[src/rtl/alub_arb.sv]
// rtl/alub_arb.sv - ALU B-input select arbiter and pipeline register
//
// Purpose: arbitrates the CPU micro-sequencer and the DMA engine for the
// ALU B operand path. It registers the winning one-hot select onto alub_reg.
// It supports locked multi-cycle ownership and bounded DMA starvation.
//
// Ports (W = SRCW+MODW):
//   clkc, reset             clock, synchronous active-high reset
//   cpu_req/sel/lock        CPU request, select vector, hold-ownership flag
//   cpu_gnt                 alub_reg carries the CPU select this cycle
//   dma_req/sel/lock        DMA request, select vector, hold-ownership flag
//   dma_gnt                 alub_reg carries the DMA select this cycle
//   alub_reg                registered select to the B-input mux (0 = no source)
//   alub_own                owner of current/last lock (0 CPU, 1 DMA)
//   sel_err                 bit0 CPU, bit1 DMA: last select had >1 source bit
module alub_arb #(
  parameter int SRCW       = 12,
  parameter int MODW       = 1,
  parameter int STARVE_MAX = 4
) (
  input  logic                 clkc,
  input  logic                 reset,
  input  logic                 cpu_req,
  input  logic [SRCW+MODW-1:0] cpu_sel,
  input  logic                 cpu_lock,
  output logic                 cpu_gnt,
  input  logic                 dma_req,
  input  logic [SRCW+MODW-1:0] dma_sel,
  input  logic                 dma_lock,
  output logic                 dma_gnt,
  output logic [SRCW+MODW-1:0] alub_reg,
  output logic                 alub_own,
  output logic [1:0]           sel_err
);

  localparam int W = SRCW + MODW;
  localparam logic [3:0] STARVE_LIM = 4'(STARVE_MAX);

  typedef enum logic [1:0] {
    IDLE   = 2'd0,
    CPU_LK = 2'd1,
    DMA_LK = 2'd2
  } state_t;

  state_t         state_q, state_d;
  logic [W-1:0]   alub_q, alub_d;
  logic           cpu_gnt_q, cpu_gnt_d;
  logic           dma_gnt_q, dma_gnt_d;
  logic           own_q, own_d;
  logic [1:0]     err_q, err_d;
  logic [3:0]     starve_q, starve_d;

  logic           cpu_bad, dma_bad;
  logic           cpu_ok, dma_ok;

  // Only the source bits are checked; modifier bits ride along untouched.
  assign cpu_bad = cpu_req && !$onehot0(cpu_sel[SRCW-1:0]);
  assign dma_bad = dma_req && !$onehot0(dma_sel[SRCW-1:0]);
  assign cpu_ok  = cpu_req && !cpu_bad;
  assign dma_ok  = dma_req && !dma_bad;

  always_comb begin
    state_d   = state_q;
    own_d     = own_q;
    cpu_gnt_d = 1'b0;
    dma_gnt_d = 1'b0;

    case (state_q)
      IDLE: begin
        if (cpu_ok && dma_ok) begin
          // CPU has priority unless DMA has been starved long enough.
          if (starve_q == STARVE_LIM) dma_gnt_d = 1'b1;
          else                        cpu_gnt_d = 1'b1;
        end else if (cpu_ok) begin
          cpu_gnt_d = 1'b1;
        end else if (dma_ok) begin
          dma_gnt_d = 1'b1;
        end
        if (cpu_gnt_d && cpu_lock) begin
          state_d = CPU_LK;
          own_d   = 1'b0;
        end
        if (dma_gnt_d && dma_lock) begin
          state_d = DMA_LK;
          own_d   = 1'b1;
        end
      end
      CPU_LK: begin
        // The lock holder is the only candidate. Losing the request drops the lock.
        if (cpu_ok) begin
          cpu_gnt_d = 1'b1;
          state_d   = cpu_lock ? CPU_LK : IDLE;
        end else begin
          state_d = IDLE;
        end
      end
      DMA_LK: begin
        if (dma_ok) begin
          dma_gnt_d = 1'b1;
          state_d   = dma_lock ? DMA_LK : IDLE;
        end else begin
          state_d = IDLE;
        end
      end
      default: state_d = IDLE;
    endcase

    if (cpu_gnt_d)      alub_d = cpu_sel;
    else if (dma_gnt_d) alub_d = dma_sel;
    else                alub_d = '0;

    err_d = {dma_bad, cpu_bad};

    // Starvation counts only legal DMA requests that lose. An illegal
    // request freezes the count so a glitchy select cannot erase DMA's credit.
    starve_d = starve_q;
    if (!dma_req)                    starve_d = 4'd0;
    else if (dma_bad)                starve_d = starve_q;
    else if (dma_gnt_d)              starve_d = 4'd0;
    else if (starve_q < STARVE_LIM)  starve_d = starve_q + 4'd1;
  end

  always_ff @(posedge clkc) begin
    if (reset) begin
      state_q   <= IDLE;
      alub_q    <= '0;
      cpu_gnt_q <= 1'b0;
      dma_gnt_q <= 1'b0;
      own_q     <= 1'b0;
      err_q     <= 2'b00;
      starve_q  <= 4'd0;
    end else begin
      state_q   <= state_d;
      alub_q    <= alub_d;
      cpu_gnt_q <= cpu_gnt_d;
      dma_gnt_q <= dma_gnt_d;
      own_q     <= own_d;
      err_q     <= err_d;
      starve_q  <= starve_d;
    end
  end

  assign alub_reg = alub_q;
  assign cpu_gnt  = cpu_gnt_q;
  assign dma_gnt  = dma_gnt_q;
  assign alub_own = own_q;
  assign sel_err  = err_q;

endmodule

[config.mk]
export PLATFORM = sky130hd
export DESIGN_NAME = alub_arb
export DESIGN_NICKNAME = d
export VERILOG_FILES = /design/src/rtl/alub_arb.sv
export SDC_FILE = /design/constraint.sdc
export NUM_CORES = 1
export LEC_CHECK = 0
export CAP_MARGIN = 20
export CORE_ASPECT_RATIO = 0.7
export CORE_MARGIN = 8
export CORE_UTILIZATION = 46
export CTS_CLUSTER_DIAMETER = 80
export DETAILED_ROUTE_END_ITERATION = 10
export PLACE_DENSITY = 0.87
export RECOVER_POWER = 25
export SLEW_MARGIN = 20
export SYNTH_ARGS = -nofsm -noshare
export SYNTH_HDL_FRONTEND = slang
export SYNTH_SLANG_ARGS = --single-unit
[constraint.sdc]
create_clock -name clkc -period 7.1 [get_ports clkc]
set_input_delay 1.42 -clock clkc [delete_from_list [all_inputs] [get_ports clkc]]
set_output_delay 1.42 -clock clkc [all_outputs]
set_load 0.005 [all_outputs]
==> parameters.txt <==
Parameter                              Value

Worst setup path
  Cell type of the slowest stage on the worst timing path    sky130_fd_sc_hd__fa_1
  Crit path buffers/inverters    3
  WP data required    7.31 ns
  Setup Crit Path Kind    input port to flop
  Data arrival time of the worst path    6.16 ns
  Cells along the critical path    clkdlybuf4s50_1 -> fa_1 -> inv_1 -> fa_1 -> fa_1 -> fa_1 -> inv_1 -> ha_1 -> fa_1 -> or4_4 -> o22ai_2 -> and3_1 -> nor4_4 -> a22o_1
  CP max FO    15
  Setup crit end kind    flop
  Slowest stage delay, CP    0.59 ns
  Critical Path Source Type    input port
  Critical Path Most Common Cell    sky130_fd_sc_hd__fa_1
  Largest delay share family, worst path    adder cells

Logic synthesis
  Register bit count reported by yosys    24
  Average size of a mapped cell    10.24 um^2
  Total standard cell area after synthesis    0.001515 mm^2
  Share of the yosys chip area belonging to registers    31.71%
  Top_reg_cell synth    sky130_fd_sc_hd__dfxtp_1
  EDFF count, synth    0
  Number of library cell types mapped by synthesis    35
  Yosys warning count    0
  Share of flip-flops with an asynchronous set or reset after synthesis    0%
  Post-synth net total    204
  Count of mapped cells out of synthesis    148

CTS
  Register clock-pin slew on the reported worst setup and hold paths    0.09 ns
  Count of hold-fix buffers inserted at cts    0
  Clock root buffer    sky130_fd_sc_hd__clkbuf_8
  Number of instances resized during post-cts repair    0
  Number of buffers inserted to repair setup after CTS    0
  CTS H-Tree Depth    1
  Clk sink count    24
  Maximum buffer depth of the clock tree    2
  Cts bufs inserted    3
  Latest clock arrival within the worst-skew pair    0.27 ns
  CTS tree    yes

GRT
  Global-route wire length before repair    6624 um
  Global-route usage over all layers    15.11%
  Vias in the first global route    1,352
  Number of antenna violations at the first check in global routing    0
  Total gr overflow    0
  Pin count of the biggest net entering global routing    16

Routing
  Total detailed-routing wirelength    4000 um
  Detail-routed via count per cell    5.211
  Number of iterations in the first detailed-routing pass    4
  Final ANT Viol Nets    0
  Detailed-route DRC error count    0
  Iteration-0 DRC Markers    66
  Mean routed wirelength per cell    16.88 um
  Overall via count from detail_route    1,235

Cells and area
  Number of nets at the end of the flow    256
  Register area    480.5 um^2
  Antenna Diode Count    0
  Fill cell instance count of the final layout    235
  Footprint of the multi-input gates    889.6 um^2
  Fraction of layout cells with a size suffix above 1    5.025%
  Max FFs per register    13
  Synth-to-layout area growth    39.06%

Power
  Pwr dens    298.8 mW/mm^2
  Peak supply drop    0.0001261 V
  Leakage component of the power    0.0009706 uW

Die
  Number of cell rows    17
  Floorplan die area    0.005416 mm^2
  # IOs    50
  Initial core utilization    48.13%
  Die extent in x    84.60 um
  Core area    0.003148 mm^2
  Die Height    64.02 um

STA
  Max transition margin    47.61%
  Final setup violation count    0
  Setup WS post-layout    1.154 ns
  Final period demand of the worst path    5.946 ns
  Final worst clock skew    0.004562 ns
  Final hold viol count    0
  Setup TNS    0 ns
  Slew of the pin with the lowest slew margin    0.7800 ns
  Max Slew Vio Count    0
  Fraction of the cycle the final worst path needs    83.75%
  Fmax    168.2 MHz
  Setup repair after global routing missed its margin    no

Run
  # Max-Cap Violations    0

Outcome
  Status    complete, no violations

Placement
  Last weighted congestion value of the routability-driven placer    0.8196
  Post-DP HPWL    3371 um
  Worst-case setup slack after placement    0.9250 ns
  Port Buffer Count    49

Worst hold path
  Classification of the worst-slack hold path    flop to flop
synthesized netlist by cell type (3+ instances only):
master                    instances  area, um^2
sky130_fd_sc_hd__ha_1            10       125.1
sky130_fd_sc_hd__a21oi_1          4       20.02
sky130_fd_sc_hd__nand2_1          4       15.01
sky130_fd_sc_hd__inv_1           34       127.6
sky130_fd_sc_hd__nor2_1           8       30.03
sky130_fd_sc_hd__o21ai_0          3       15.01
sky130_fd_sc_hd__fa_1            14       280.3
sky130_fd_sc_hd__a22o_1          14       122.6
sky130_fd_sc_hd__dfxtp_1         24       480.5
sky130_fd_sc_hd__and2_1           4       25.02
area by class of cell:
type / count / area share, %
multi-input cells: 88 / 42.22
inverters: 34 / 6.057
clock buffers: 3 / 1.960
flip-flops and latches: 24 / 22.80
repair buffers: 49 / 23.28
clock inverters: 1 / 1.425
well taps: 38 / 2.257
worst register-to-register path, delay by kind of cell (launching register included):
| kind | cells | cell delay (ns) |
|---|---|---|
| AND/OR/NAND/NOR | 3 | 1.01 |
| adder cells (fa/ha/maj) | 1 | 0.18 |
| buffers and inverters | 1 | 0.06 |
| AO/OA/AOI/OAI | 1 | 0.26 |
| flip-flops | 1 | 0.39 |
power by group:
group	internal, uW	switching [uW]
Combinational	168	172
Clock	75.3	44.0
Sequential	161	9.58
layout by cell type (no fill, tap or decap), types with 2 or more instances in the layout:
cell type / n
sky130_fd_sc_hd__and3_1: 2
sky130_fd_sc_hd__a22o_1: 14
sky130_fd_sc_hd__a21oi_1: 4
sky130_fd_sc_hd__ha_1: 10
sky130_fd_sc_hd__fa_1: 14
sky130_fd_sc_hd__nor2_1: 8
sky130_fd_sc_hd__nand3_1: 2
sky130_fd_sc_hd__clkdlybuf4s50_1: 39
sky130_fd_sc_hd__and2_1: 4
sky130_fd_sc_hd__dlygate4sd3_1: 10
sky130_fd_sc_hd__o21ai_0: 3
sky130_fd_sc_hd__nand2b_1: 2
sky130_fd_sc_hd__o22ai_2: 2
sky130_fd_sc_hd__nand2_1: 4
sky130_fd_sc_hd__inv_1: 34
sky130_fd_sc_hd__dfxtp_1: 24
sky130_fd_sc_hd__clkbuf_8: 3
metrics by stage:
stage | cells | total power (uW) | utilization, % | hold WS [ns] | instance area (um^2)
final | 237 | 629.6 | 66.93 | 0.4906 | 2107
after global placement | 233 | 486.5 | 64.39 | 0.4621 | 2027
after detailed placement | 233 | 511.6 | 64.67 | 0.4790 | 2036
after global routing | 237 | 676.2 | 66.93 | 0.4998 | 2107
after CTS | 237 | 635.4 | 66.93 | 0.4880 | 2107
after floorplan | 148 | 393.7 | - | 0.4457 | 1515
per-layer routing:
metal	vias up	wire length (um)	global-route usage [%]
met3	6	109	1.786
li1	592	-	-
met5	-	0	0
met1	603	1683	17.58
met4	0	64	3.532
met2	34	2143	28.86
logic make-up (layout without fill, tap and decap cells):
logic type      count (synthesis)  in the layout  synth area share [%]
flops                          24             24                 31.71
simple gates                   34             34                 14.70
compound gates                 29             29                 16.10
xor+xnor                        1              1                0.5781
buf+inv                        36             87                 10.16
fa+ha+maj                      24             24                 26.75
path summary, 6_finish.rpt:
| path | start | endpoint | slack, ns | cells after the start |
|---|---|---|---|---|
| max | dma_sel[0] | alub_reg[4] | 1.15 | 14 |
| min | starve_q[2] | starve_q[2] | 0.49 | 2 |
| min reg2reg | starve_q[2] | starve_q[2] | 0.49 | 2 |
| max reg2reg | starve_q[0] | alub_reg[4] | 5.14 | 6 |
(Power assumes the default switching activity.)
